## src/rtl/tmc4671_spi_responder.sv

```systemverilog
// ---------------------------------------------------------------------------
// tmc4671_spi_responder
//
// SPI slave for the TMC4671 40-bit datagram link (write flag, 7-bit address,
// 32-bit data, MSB first). SCK/MOSI/nSCS are oversampled in the clk domain.
// Writes leave through a one-cycle register strobe. Reads request local data
// after the address byte and shift it out on MISO during the 32 data bits.
//
// Ports:
//   clk, reset    system clock, synchronous active-high reset
//   SCK, MOSI     SPI clock and master data (MOSI sampled on SCK rise)
//   nSCS          active-low chip select
//   MISO          slave data, changes after SCK fall, 0 when not driving
//   MISO_oe       high while the synchronised select is low
//   reg_addr      address of the current/last frame
//   reg_wr_en     one-cycle write strobe, reg_wr_data is held afterwards
//   reg_rd_en     one-cycle read request, reg_rd_data sampled 1 clk later
//   frame_done    pulse on select release after a complete frame
//   frame_error   pulse on select release after a short frame
//   busy          high whenever the FSM is not idle
//
// state    | meaning
// ---------+-------------------------------------------------------------
// IDLE     | waiting for a select falling edge
// ADDR     | receiving write flag + address (bits 39..32)
// FETCH    | capturing read data from the register port
// DATA     | receiving/sending the 32 data bits
// WAIT_CS  | frame complete, ignoring SCK until select is released
// ---------------------------------------------------------------------------
module tmc4671_spi_responder #(
    parameter int SYNC_STAGES = 2
) (
    input  logic        clk,
    input  logic        reset,
    input  logic        SCK,
    input  logic        MOSI,
    input  logic        nSCS,
    output logic        MISO,
    output logic        MISO_oe,
    output logic [6:0]  reg_addr,
    output logic        reg_wr_en,
    output logic [31:0] reg_wr_data,
    output logic        reg_rd_en,
    input  logic [31:0] reg_rd_data,
    output logic        frame_done,
    output logic        frame_error,
    output logic        busy
);

    typedef enum logic [2:0] {
        ST_IDLE,
        ST_ADDR,
        ST_FETCH,
        ST_DATA,
        ST_WAIT_CS
    } state_t;

    // Reset values of the synchronisers can fake a select falling edge when
    // nSCS is already low at reset release; edges are masked until the
    // reset values have flushed through the chain.
    localparam logic [2:0] FLUSH_INIT = 3'(SYNC_STAGES + 1);

    logic [SYNC_STAGES-1:0] sck_sync;
    logic [SYNC_STAGES-1:0] mosi_sync;
    logic [SYNC_STAGES-1:0] ncs_sync;
    logic                   sck_d;
    logic                   ncs_d;
    logic [2:0]             flush_cnt;

    state_t      state;
    logic [5:0]  bit_cnt;
    logic [31:0] rx;
    logic [31:0] tx;
    logic        wr_flag;

    logic        sck_s;
    logic        mosi_s;
    logic        ncs_s;
    logic        selected;
    logic        sck_rise;
    logic        sck_fall;
    logic        ncs_fall;
    logic        ncs_rise;
    logic [31:0] rx_next;

    always_ff @(posedge clk) begin
        if (reset) begin
            sck_sync  <= '1;
            mosi_sync <= '0;
            ncs_sync  <= '1;
            sck_d     <= 1'b1;
            ncs_d     <= 1'b1;
        end else begin
            sck_sync  <= {sck_sync[SYNC_STAGES-2:0], SCK};
            mosi_sync <= {mosi_sync[SYNC_STAGES-2:0], MOSI};
            ncs_sync  <= {ncs_sync[SYNC_STAGES-2:0], nSCS};
            sck_d     <= sck_sync[SYNC_STAGES-1];
            ncs_d     <= ncs_sync[SYNC_STAGES-1];
        end
    end

    assign sck_s    = sck_sync[SYNC_STAGES-1];
    assign mosi_s   = mosi_sync[SYNC_STAGES-1];
    assign ncs_s    = ncs_sync[SYNC_STAGES-1];
    assign selected = ~ncs_s;

    // SCK activity only counts while selected; this also drops an SCK edge
    // that coincides with the select release.
    assign sck_rise = selected & sck_s & ~sck_d;
    assign sck_fall = selected & ~sck_s & sck_d;
    assign ncs_fall = ~ncs_s & ncs_d & (flush_cnt == 3'd0);
    assign ncs_rise = ncs_s & ~ncs_d;

    assign rx_next  = {rx[30:0], mosi_s};

    always_ff @(posedge clk) begin
        if (reset) begin
            state       <= ST_IDLE;
            flush_cnt   <= FLUSH_INIT;
            bit_cnt     <= '0;
            rx          <= '0;
            tx          <= '0;
            wr_flag     <= 1'b0;
            reg_addr    <= '0;
            reg_wr_en   <= 1'b0;
            reg_wr_data <= '0;
            reg_rd_en   <= 1'b0;
            frame_done  <= 1'b0;
            frame_error <= 1'b0;
        end else begin
            reg_wr_en   <= 1'b0;
            reg_rd_en   <= 1'b0;
            frame_done  <= 1'b0;
            frame_error <= 1'b0;
            if (flush_cnt != 3'd0) begin
                flush_cnt <= flush_cnt - 3'd1;
            end

            case (state)
                ST_IDLE: begin
                    bit_cnt <= '0;
                    if (ncs_fall) begin
                        state <= ST_ADDR;
                    end
                end

                ST_ADDR: begin
                    if (ncs_rise) begin
                        frame_error <= 1'b1;
                        state       <= ST_IDLE;
                    end else if (reg_rd_en) begin
                        state <= ST_FETCH;
                    end else if (sck_rise) begin
                        rx      <= rx_next;
                        bit_cnt <= bit_cnt + 6'd1;
                        if (bit_cnt == 6'd7) begin
                            reg_addr <= rx_next[6:0];
                            wr_flag  <= rx_next[7];
                            if (rx_next[7]) begin
                                tx    <= '0;
                                state <= ST_DATA;
                            end else begin
                                reg_rd_en <= 1'b1;
                            end
                        end
                    end
                end

                ST_FETCH: begin
                    if (ncs_rise) begin
                        frame_error <= 1'b1;
                        state       <= ST_IDLE;
                    end else begin
                        tx    <= reg_rd_data;
                        state <= ST_DATA;
                    end
                end

                ST_DATA: begin
                    if (ncs_rise) begin
                        frame_error <= 1'b1;
                        state       <= ST_IDLE;
                    end else if (sck_rise) begin
                        rx      <= rx_next;
                        bit_cnt <= bit_cnt + 6'd1;
                        if (bit_cnt == 6'd39) begin
                            state <= ST_WAIT_CS;
                        end
                    end else if (sck_fall && bit_cnt >= 6'd9) begin
                        // the fall between address and data bits keeps bit 31
                        tx <= {tx[30:0], 1'b0};
                    end
                end

                ST_WAIT_CS: begin
                    // bit_cnt == 40 marks the first cycle after the last bit
                    if (bit_cnt == 6'd40) begin
                        bit_cnt <= '0;
                        if (wr_flag) begin
                            reg_wr_en   <= 1'b1;
                            reg_wr_data <= rx;
                        end
                    end
                    if (ncs_rise) begin
                        frame_done <= 1'b1;
                        state      <= ST_IDLE;
                    end
                end

                default: state <= ST_IDLE;
            endcase
        end
    end

    assign MISO    = selected & (state == ST_DATA) & tx[31];
    assign MISO_oe = selected;
    assign busy    = (state != ST_IDLE);

endmodule

```

## config.mk

```make
export PLATFORM = sky130hd
export DESIGN_NAME = tmc4671_spi_responder
export DESIGN_NICKNAME = d
export VERILOG_FILES = /design/src/rtl/tmc4671_spi_responder.sv
export SDC_FILE = /design/constraint.sdc
export NUM_CORES = 1
export LEC_CHECK = 0
export ABC_AREA = 1
export CAP_MARGIN = 20
export CELL_PAD_IN_SITES_DETAIL_PLACEMENT = 0
export CELL_PAD_IN_SITES_GLOBAL_PLACEMENT = 1
export CORE_MARGIN = 1
export CORE_UTILIZATION = 43
export CTS_BUF_LIST = sky130_fd_sc_hd__clkbuf_8
export CTS_CLUSTER_DIAMETER = 100
export CTS_CLUSTER_SIZE = 40
export DETAILED_ROUTE_END_ITERATION = 10
export GPL_ROUTABILITY_DRIVEN = 0
export GPL_TIMING_DRIVEN = 0
export PLACE_DENSITY = 0.85
export SLEW_MARGIN = 20
export SYNTH_ARGS = -nofsm -noshare
export SYNTH_HDL_FRONTEND = slang
export SYNTH_SLANG_ARGS = --single-unit
```

## constraint.sdc

```tcl
create_clock -name clk -period 3.3 [get_ports clk]
set_input_delay 0.66 -clock clk [delete_from_list [all_inputs] [get_ports clk]]
set_output_delay 0.66 -clock clk [all_outputs]
set_load 0.05 [all_outputs]
```

---- After elaboration in Yosys (flattened, before gate mapping) ----
Index checks and enable logic that the tools add are counted.
cells by class
  add/sub/neg operators ................... 2
  order comparisons ....................... 1
  eq/ne operators ......................... 24
  muxes and demuxes ....................... 36
  bitwise logic cells ..................... 21
  reductions and logical operators ........ 19
operators with widths
  cell                                                                    count
  32-bit 2-to-1 mux                                                       13
  32-bit case mux with 3 select lines                                     1
  32-bit case mux with 2 select lines                                     1
  3-bit 2-to-1 mux                                                        10
  6-bit 2-to-1 mux                                                        5
  2-bit != test (second input constant)                                   12
  6-bit case mux with 4 select lines                                      1
  3-bit case mux with 5 select lines                                      1
  6-bit equality test (second input constant)                             2
  4-bit != test (second input constant)                                   3
  1-bit NOT                                                               12
  10-bit AND reduction                                                    1
  5-bit AND reduction                                                     2
  1-bit AND                                                               9
  3-bit nonzero test                                                      3
  7-bit AND reduction                                                     1
  6-bit by 1-bit adder with 6-bit output (second input constant)          1
  3-bit by 2-bit equality test with 1-bit output (second input constant)  2
  6-bit by 3-bit equality test with 1-bit output (second input constant)  1
  6-bit by 4-bit >= comparator with 1-bit output (second input constant)  1
  3-bit zero test                                                         2
  3-bit != test (second input constant)                                   2
  3-bit OR reduction                                                      2
  6-bit OR reduction                                                      1
  other kinds (11)                                                        14
word-level totals
  register bits ........................... 128
  output and inout bits ................... 46

---- Logic depth before layout (Yosys ltp) ----
Gate-level depths: netlist of the first run.
  depth after elaboration ................. 8
  gate-level depth with buffers ........... 13

---- Least setup slack after synthesis of the first run ----
Ideal clock, no wire load.
  kind .................................... register to output
  from .................................... reg ncs_sync[1]
  to ...................................... out MISO
  arrival ................................. 1453 ps
  required time ........................... 2640 ps
  path slack .............................. 1187 ps
  stages on the path, launching flop included .. 4
  path buffers ............................ 0
  cell sequence ........................... dfxtp_1 -> inv_1 -> nand2_1 -> nor2_1
between the ends
  cells in the longest elaborated chain, start to end .. 3
ends and longest elaborated chain
  what                      RTL line  RTL
  start: declaration        65        logic [SYNC_STAGES-1:0] ncs_sync;
  start signal: assignment  96        ncs_sync <= {ncs_sync[SYNC_STAGES-2:0], nSCS};
  1-bit NOT                 105       assign selected = ~ncs_s;
  via MISO_oe               39        output logic MISO_oe,
  1-bit AND (2 in series)   215       assign MISO = selected & (state == ST_DATA) & tx[31];
  end: declaration          38        output logic MISO,
The timed path passes the listed nets, and every way through them passes these cells.

---- Worst setup path in the final report of the first run ----
  from .................................... reg state[1]
  to ...................................... out MISO
between the ends
  cells in the longest elaborated chain, start to end .. 3
ends and longest elaborated chain
  what                                            RTL line  RTL
  start: declaration                              70        state_t state;
  start signal: assignment                        118       state <= ST_IDLE;
  start signal: assignment                        143       state <= ST_ADDR;
  start signal: assignment                        150       state <= ST_IDLE;
  3-bit by 2-bit equality test with 1-bit output  215
  1-bit AND (2 in series)                         215
No other way between the ends.

==> impl_metrics.toml, run 1 <==
[outcome]
status = "finished, final reports clean"

[clock_network]
cts-resized-gates = 0
clk_pin_slew_ns = 0.07
htree_levels = 4
cts_setup_buffers = 0
cts_hold_buf = 0
cts_root_buf = "clkbuf_8"
cts_made_buffers = 17
cts_sinks = 128
insertion_delay_ns = 0.44
max-clock-path-buffers = 2
cts_tree = "built"

[power]
vdd_drop_max_mv = 0.295
power.total_mw = 4.14
p_leak_nw = 2.79
power_density_nw_per_um2 = 625

[worst_setup_path]
worst_ep_arrival_time_ns = 1.99
required_ns = 2.64
cp-end-kind = "primary output"
r2r_start = "bit_cnt[0]"
cp_max_fo = 5
crit_chain = "nand3_2, nor2_1, clkdlybuf4s50_1"
cp-start-kind = "register"
slowest_delay_ns = 0.81
cp-startpoint = "state[1]"
critPathKind = "reg2out"
reg2reg_slack_ns = 1.39
slowest_stage = "clkdlybuf4s50_1"

[route]
wl_um = 12500
firstDrtPassIters = 4
num_vias = 4922
drt_iter0_markers = 264
viasPerCell = 4.99
wl_per_cell_um = 12.7
drc = 0
antenna_left = 0

[placement]
port-buffer-count = 82
dp_hpwl_um = 8880

[synth]
synth_cell_type_count = 28
synth-adder-area-share_pct = 1.43
avgSynthCellArea_um2 = 7.24
synth_xor_xnor_area_share_pct = 0.167
ys_ff_latch = 128
syn_area_um2 = 5260
synthCells = 726
syn-num-nets = 769
synth_top_family_by_area = "simple AND/OR/NAND/NOR gates"
synthSimpleGateAreaFrac_pct = 30.0
synthMuxAreaShare_pct = 0
synth_compound_area_share_pct = 13.4
ys_seq_area_share_pct = 48.7
yosys_warnings = 0

[global_route]
antenna_found_initial = 0
grt_pass1_wl_um = 21100
grt_max_degree = 17
grtUsageMet3_pct = 5.45
busiest_layer = "met2"
grt_util_all_layers_pct = 21.0
grt_use_met1_pct = 24.1
grt.overflow.total = 0
grt_pass1_vias = 4642
use_met2_pct = 37.0

[floorplanning]
die_h_um = 113
initial_utilization_pct = 44.0
coreArea_um2 = 12000
ios = 83
fp.dieW_um = 113
die_area_um2 = 12700
rows = 40

[finish]
fill_cells = 1240
antenna_cells = 0
final_cell_mix = "nor2_1, dfxtp_1, nand2_1, clkdlybuf4s50_1, o21ai_0"
layout_commonest_cell = "nor2_1"
drive_gt1_share_pct = 7.87
syn2layout_area_growth_pct = 26.1
fin_nets = 870

[timing]
timing.slew.headroom_pct = 63.5
finalMaxSlewViolations = 0
setup_viol = 0
final.period_utilization_pct = 80.2
tns_ns = 0
worstMarginPinSlew_ns = 0.546
hold_viol_final = 0
skew_ns = 0.00843
grt_setup_unrepaired = "no"
max_freq_mhz = 378
min_period_ns = 2.65

[flow_run]
timing.max_cap.violations = 0

[hold_path]
holdCritStartpoint = "ncs_sync[0]"
hold_class = "reg2reg"
## per-layer routing
metal  share of wire, %  routed length [um]
met4                1.3                 166
met1                 46                5730
met5                  0                   0
met3                3.9                 491
met2                 49                6130
## Yosys cell counts (all sizes together)
cell | n | area, um2
a211oi | 2 | 15.0
a21oi | 9 | 45.0
a22oi | 31 | 233
buf | 25 | 129
clkbuf | 16 | 60.1
dfxtp | 128 | 2560
ha | 6 | 75.1
inv | 38 | 143
nand2 | 88 | 340
nand3 | 40 | 205
nand3b | 1 | 7.51
nand4 | 1 | 6.26
nor2 | 250 | 953
nor3 | 3 | 26.3
nor3b | 1 | 7.51
o211ai | 2 | 15.0
o21ai | 79 | 395
or2 | 5 | 31.3
xnor2 | 1 | 8.76
## where the power goes
| part | leakage (nW) | total (mW) | switching (mW) | internal [mW] |
|---|---|---|---|---|
| registers | 1.04 | 1.83 | 0.104 | 1.73 |
| clock network | 0.211 | 1.26 | 0.571 | 0.685 |
| logic | 1.54 | 1.05 | 0.651 | 0.399 |
| total | 2.79 | 4.14 | 1.33 | 2.81 |
## sequential cells by signal (all words and copies together), names as in the netlist, 3 cells and up
register	flops
bit_cnt	6
reg_addr	7
state	3
rx	32
reg_wr_data	32
tx	32
flush_cnt	3
## worst paths after layout
check,end,cells after the start
hold reg to reg,ncs_sync[1],1
hold / removal,ncs_sync[1],1
setup / recovery,MISO,3
setup reg to reg,tx[21],11
## layout make-up
type	count	area [um2]	share of cell area, %
Buffer	41	189	2.85
Clock buffer	19	262	3.94
Clock inverter	12	104	1.57
Inverter	38	143	2.15
Multi-Input combinational cell	519	2360	35.7
Sequential cell	128	2560	38.7
Tap cell	147	184	2.77
Timing Repair Buffer	82	821	12.4
## logic make-up (layout without fill, tap and decap cells)
kind of cell | count (synthesis) | count (layout)
simple gates | 389 | 389
flops | 128 | 128
compound gates | 123 | 123
buf+inv | 79 | 192
fa+ha+maj | 6 | 6
xor+xnor | 1 | 1
## per-stage QoR
stage	worst slack (ns)	area [um2]	hold slack, ns	cells	utilization, %
CTS	0.618	6630	0.415	986	55.4
global placement	0.742	6260	0.393	955	52.4
floorplan	1.19	5260	0.388	726	-
finish	0.652	6630	0.411	986	55.4
detailed placement	0.719	6260	0.393	955	52.4
global route	0.548	6630	0.438	986	55.4
## critical path, delay by kind of cell (launching register included)
kind                   cells  cell delay [ns]
AND/OR/NAND/NOR            2             0.27
flip-flops                 1             0.47
buffers and inverters      1             0.81
Note: power is estimated with default switching activity, not from simulation.
==> run 2, diff against run 1 <==
--- a/config.mk
+++ b/config.mk
@@ -10,14 +10,14 @@
 export CELL_PAD_IN_SITES_DETAIL_PLACEMENT = 0
 export CELL_PAD_IN_SITES_GLOBAL_PLACEMENT = 1
 export CORE_MARGIN = 1
-export CORE_UTILIZATION = 43
+export CORE_UTILIZATION = 40
 export CTS_BUF_LIST = sky130_fd_sc_hd__clkbuf_8
 export CTS_CLUSTER_DIAMETER = 100
 export CTS_CLUSTER_SIZE = 40
 export DETAILED_ROUTE_END_ITERATION = 10
 export GPL_ROUTABILITY_DRIVEN = 0
 export GPL_TIMING_DRIVEN = 0
-export PLACE_DENSITY = 0.85
+export PLACE_DENSITY = 0.8
 export SLEW_MARGIN = 20
 export SYNTH_ARGS = -nofsm -noshare
 export SYNTH_HDL_FRONTEND = slang
==> constraint.sdc (replaced) <==
create_clock -name clk -period 2.65 [get_ports clk]
set_input_delay 0.53 -clock clk [delete_from_list [all_inputs] [get_ports clk]]
set_output_delay 0.53 -clock clk [all_outputs]
set_load 0.05 [all_outputs]
==> run 2 against run 1 <==
Clock-buffer cell count up 3. Clock power increased by 50%. Utilization fell by 2.3 points. First-iteration DRC count is 21% higher. Largest cell class unchanged.
==> impl_metrics.toml, run 2 (synthesis gave the netlist of run 1 again) <==
[outcome]
status = "finished, final reports clean"

[hold_path]
min_to = "mosi_sync[1]"
hold_path_depth = 2
holdCritStartpoint = "mosi_sync[0]"
hold_class = "reg2reg"

[timing]
max_freq_mhz = 393
skew_ns = 0.0124
timing.slew.headroom_pct = 63.4
hold_slack_ns = 0.414
grt_setup_unrepaired = "no"
min_period_ns = 2.54
worstMarginPinSlew_ns = 0.547
hold_viol_final = 0
final.period_utilization_pct = 95.9
tns_ns = 0
finalWorstSetupSlack_ns = 0.108
finalMaxSlewViolations = 0
setup_viol = 0

[worst_setup_path]
cp-end-kind = "primary output"
reg2regPathDepth = 11
worst_ep_arrival_time_ns = 2.01
slowest_delay_ns = 0.81
required_ns = 2.12
cp_max_fo = 5
r2r_start = "bit_cnt[0]"
cp-start-kind = "register"
critPathKind = "reg2out"
crit_chain = "nand3_2, nor2_1, clkdlybuf4s50_1"
reg2reg_slack_ns = 0.73
r2r-end = "tx[3]"
slowest_stage = "clkdlybuf4s50_1"
critPathBufInv = 1
cp_top_family = "buffers and inverters"

[clock_network]
htree_levels = 4
cts_tree = "built"
clk_pin_slew_ns = 0.07
cts_root_buf = "clkbuf_8"
max-clock-path-buffers = 2
cts-resized-gates = 0
cts_hold_buf = 0
cts_made_buffers = 17
cts_sinks = 128
cts_setup_buffers = 0
insertion_delay_ns = 0.45

[global_route]
antenna_found_initial = 0
grt.overflow.total = 0
grt_max_degree = 17
grt_pass1_vias = 4586
grt_util_all_layers_pct = 19.9
grt_pass1_wl_um = 20900

[placement]
port-buffer-count = 82
dp_hpwl_um = 8990
post-place-ws_ns = 0.183
placed_cells = 980

[route]
antenna_left = 0
num_vias = 4860
wl_um = 12700
wl_per_cell_um = 12.6
viasPerCell = 4.80
drt_iter0_markers = 319
firstDrtPassIters = 5
drc = 0

[finish]
syn2layout_area_growth_pct = 28.5
layout_commonest_cell = "nor2_1"
antenna_cells = 0
fin_nets = 870
final_cell_mix = "nor2_1, dfxtp_1, nand2_1, clkdlybuf4s50_1, o21ai_0"
largestRegisters = "reg_wr_data: 32 flops, rx: 32 flops, tx: 32 flops"
instances_no_fill = 1012
drive_gt1_share_pct = 8.33

[power]
vdd_drop_max_mv = 0.294
power_density_nw_per_um2 = 812
power.total_mw = 5.48
p_leak_nw = 2.82

[floorplanning]
fp.dieW_um = 117
rows = 41
die_area_um2 = 13600
coreArea_um2 = 12700
ios = 83
initial_utilization_pct = 41.3
die_h_um = 117

[flow_run]
timing.max_cap.violations = 0
## run 2: cell types whose count changed in the layout (fill, tap and decap cells not counted)
cell / previous run / this run
bufinv_16: 2 / 4
clkbuf_8: 19 / 22
clkinvlp_4: 0 / 1
clkinv_2: 5 / 1
inv_1: 38 / 35
clkinv_4: 0 / 2
## run 2: power by group
part | internal [mW] | leakage [nW] | total [mW] | switching [mW]
clock | 1.15 | 0.238 | 1.89 | 0.746
combinational | 0.496 | 1.54 | 1.31 | 0.810
sequential | 2.15 | 1.04 | 2.28 | 0.132
total | 3.80 | 2.82 | 5.48 | 1.69
## run 2: final cells by class
| type | count | area (um2) |
|---|---|---|
| tap | 172 | 215 |
| clock buffer | 22 | 303 |
| buffer | 41 | 189 |
| timing repair buffer | 82 | 821 |
| multi-input combinational | 519 | 2360 |
| clock inverter | 10 | 158 |
| inverter | 38 | 143 |
| fill | 1290 | 5970 |
| sequential | 128 | 2560 |
## run 2: how the worst max path moves through the flow
| stage | slack (ns) | depth (start not counted) | endpoint | from |
|---|---|---|---|---|
| CTS | 0.08 | 3 | MISO | state[1] |
| global placement | 0.23 | 6 | rx[15] | reset |
| floorplan | 0.67 | 3 | MISO | ncs_sync[1] |
| global route | 0.01 | 3 | MISO | state[0] |
| finish | 0.11 | 3 | MISO | state[1] |
| detailed placement | 0.18 | 6 | rx[16] | reset |
## run 2: worst register-to-register path: stages (launching register included)
cell and delay, ns:
dfxtp_1 0.43, inv_1 0.09, ha_1 0.19, nand2_1 0.07
nand2_1 0.05, nand2_1 0.07, nand2_1 0.08, a21oi_1 0.33
buf_2 0.29, nand3_1 0.09, nand2_1 0.07, nor2_1 0.04
## run 2: through the flow
step | utilization (%) | area [um2]
3_3_place_gp | 49.5 | 6290
6_report | 53.1 | 6760
5_1_grt | 53.1 | 6760
3_5_place_dp | 49.5 | 6290
4_1_cts | 53.1 | 6760
2_1_floorplan | - | 5260
## run 2: layer usage
| metal | track usage (%) | part of all wire, % | wire length (um) | vias up |
|---|---|---|---|---|
| met1 | 23.2 | 46 | 5860 | 2199 |
| met2 | 34.3 | 47 | 6030 | 102 |
| met4 | 8.10 | 1.7 | 215 | 0 |
| met3 | 5.45 | 4.7 | 603 | 15 |
| li1 | - | - | - | 2544 |
| met5 | 0 | 0 | 0 | - |
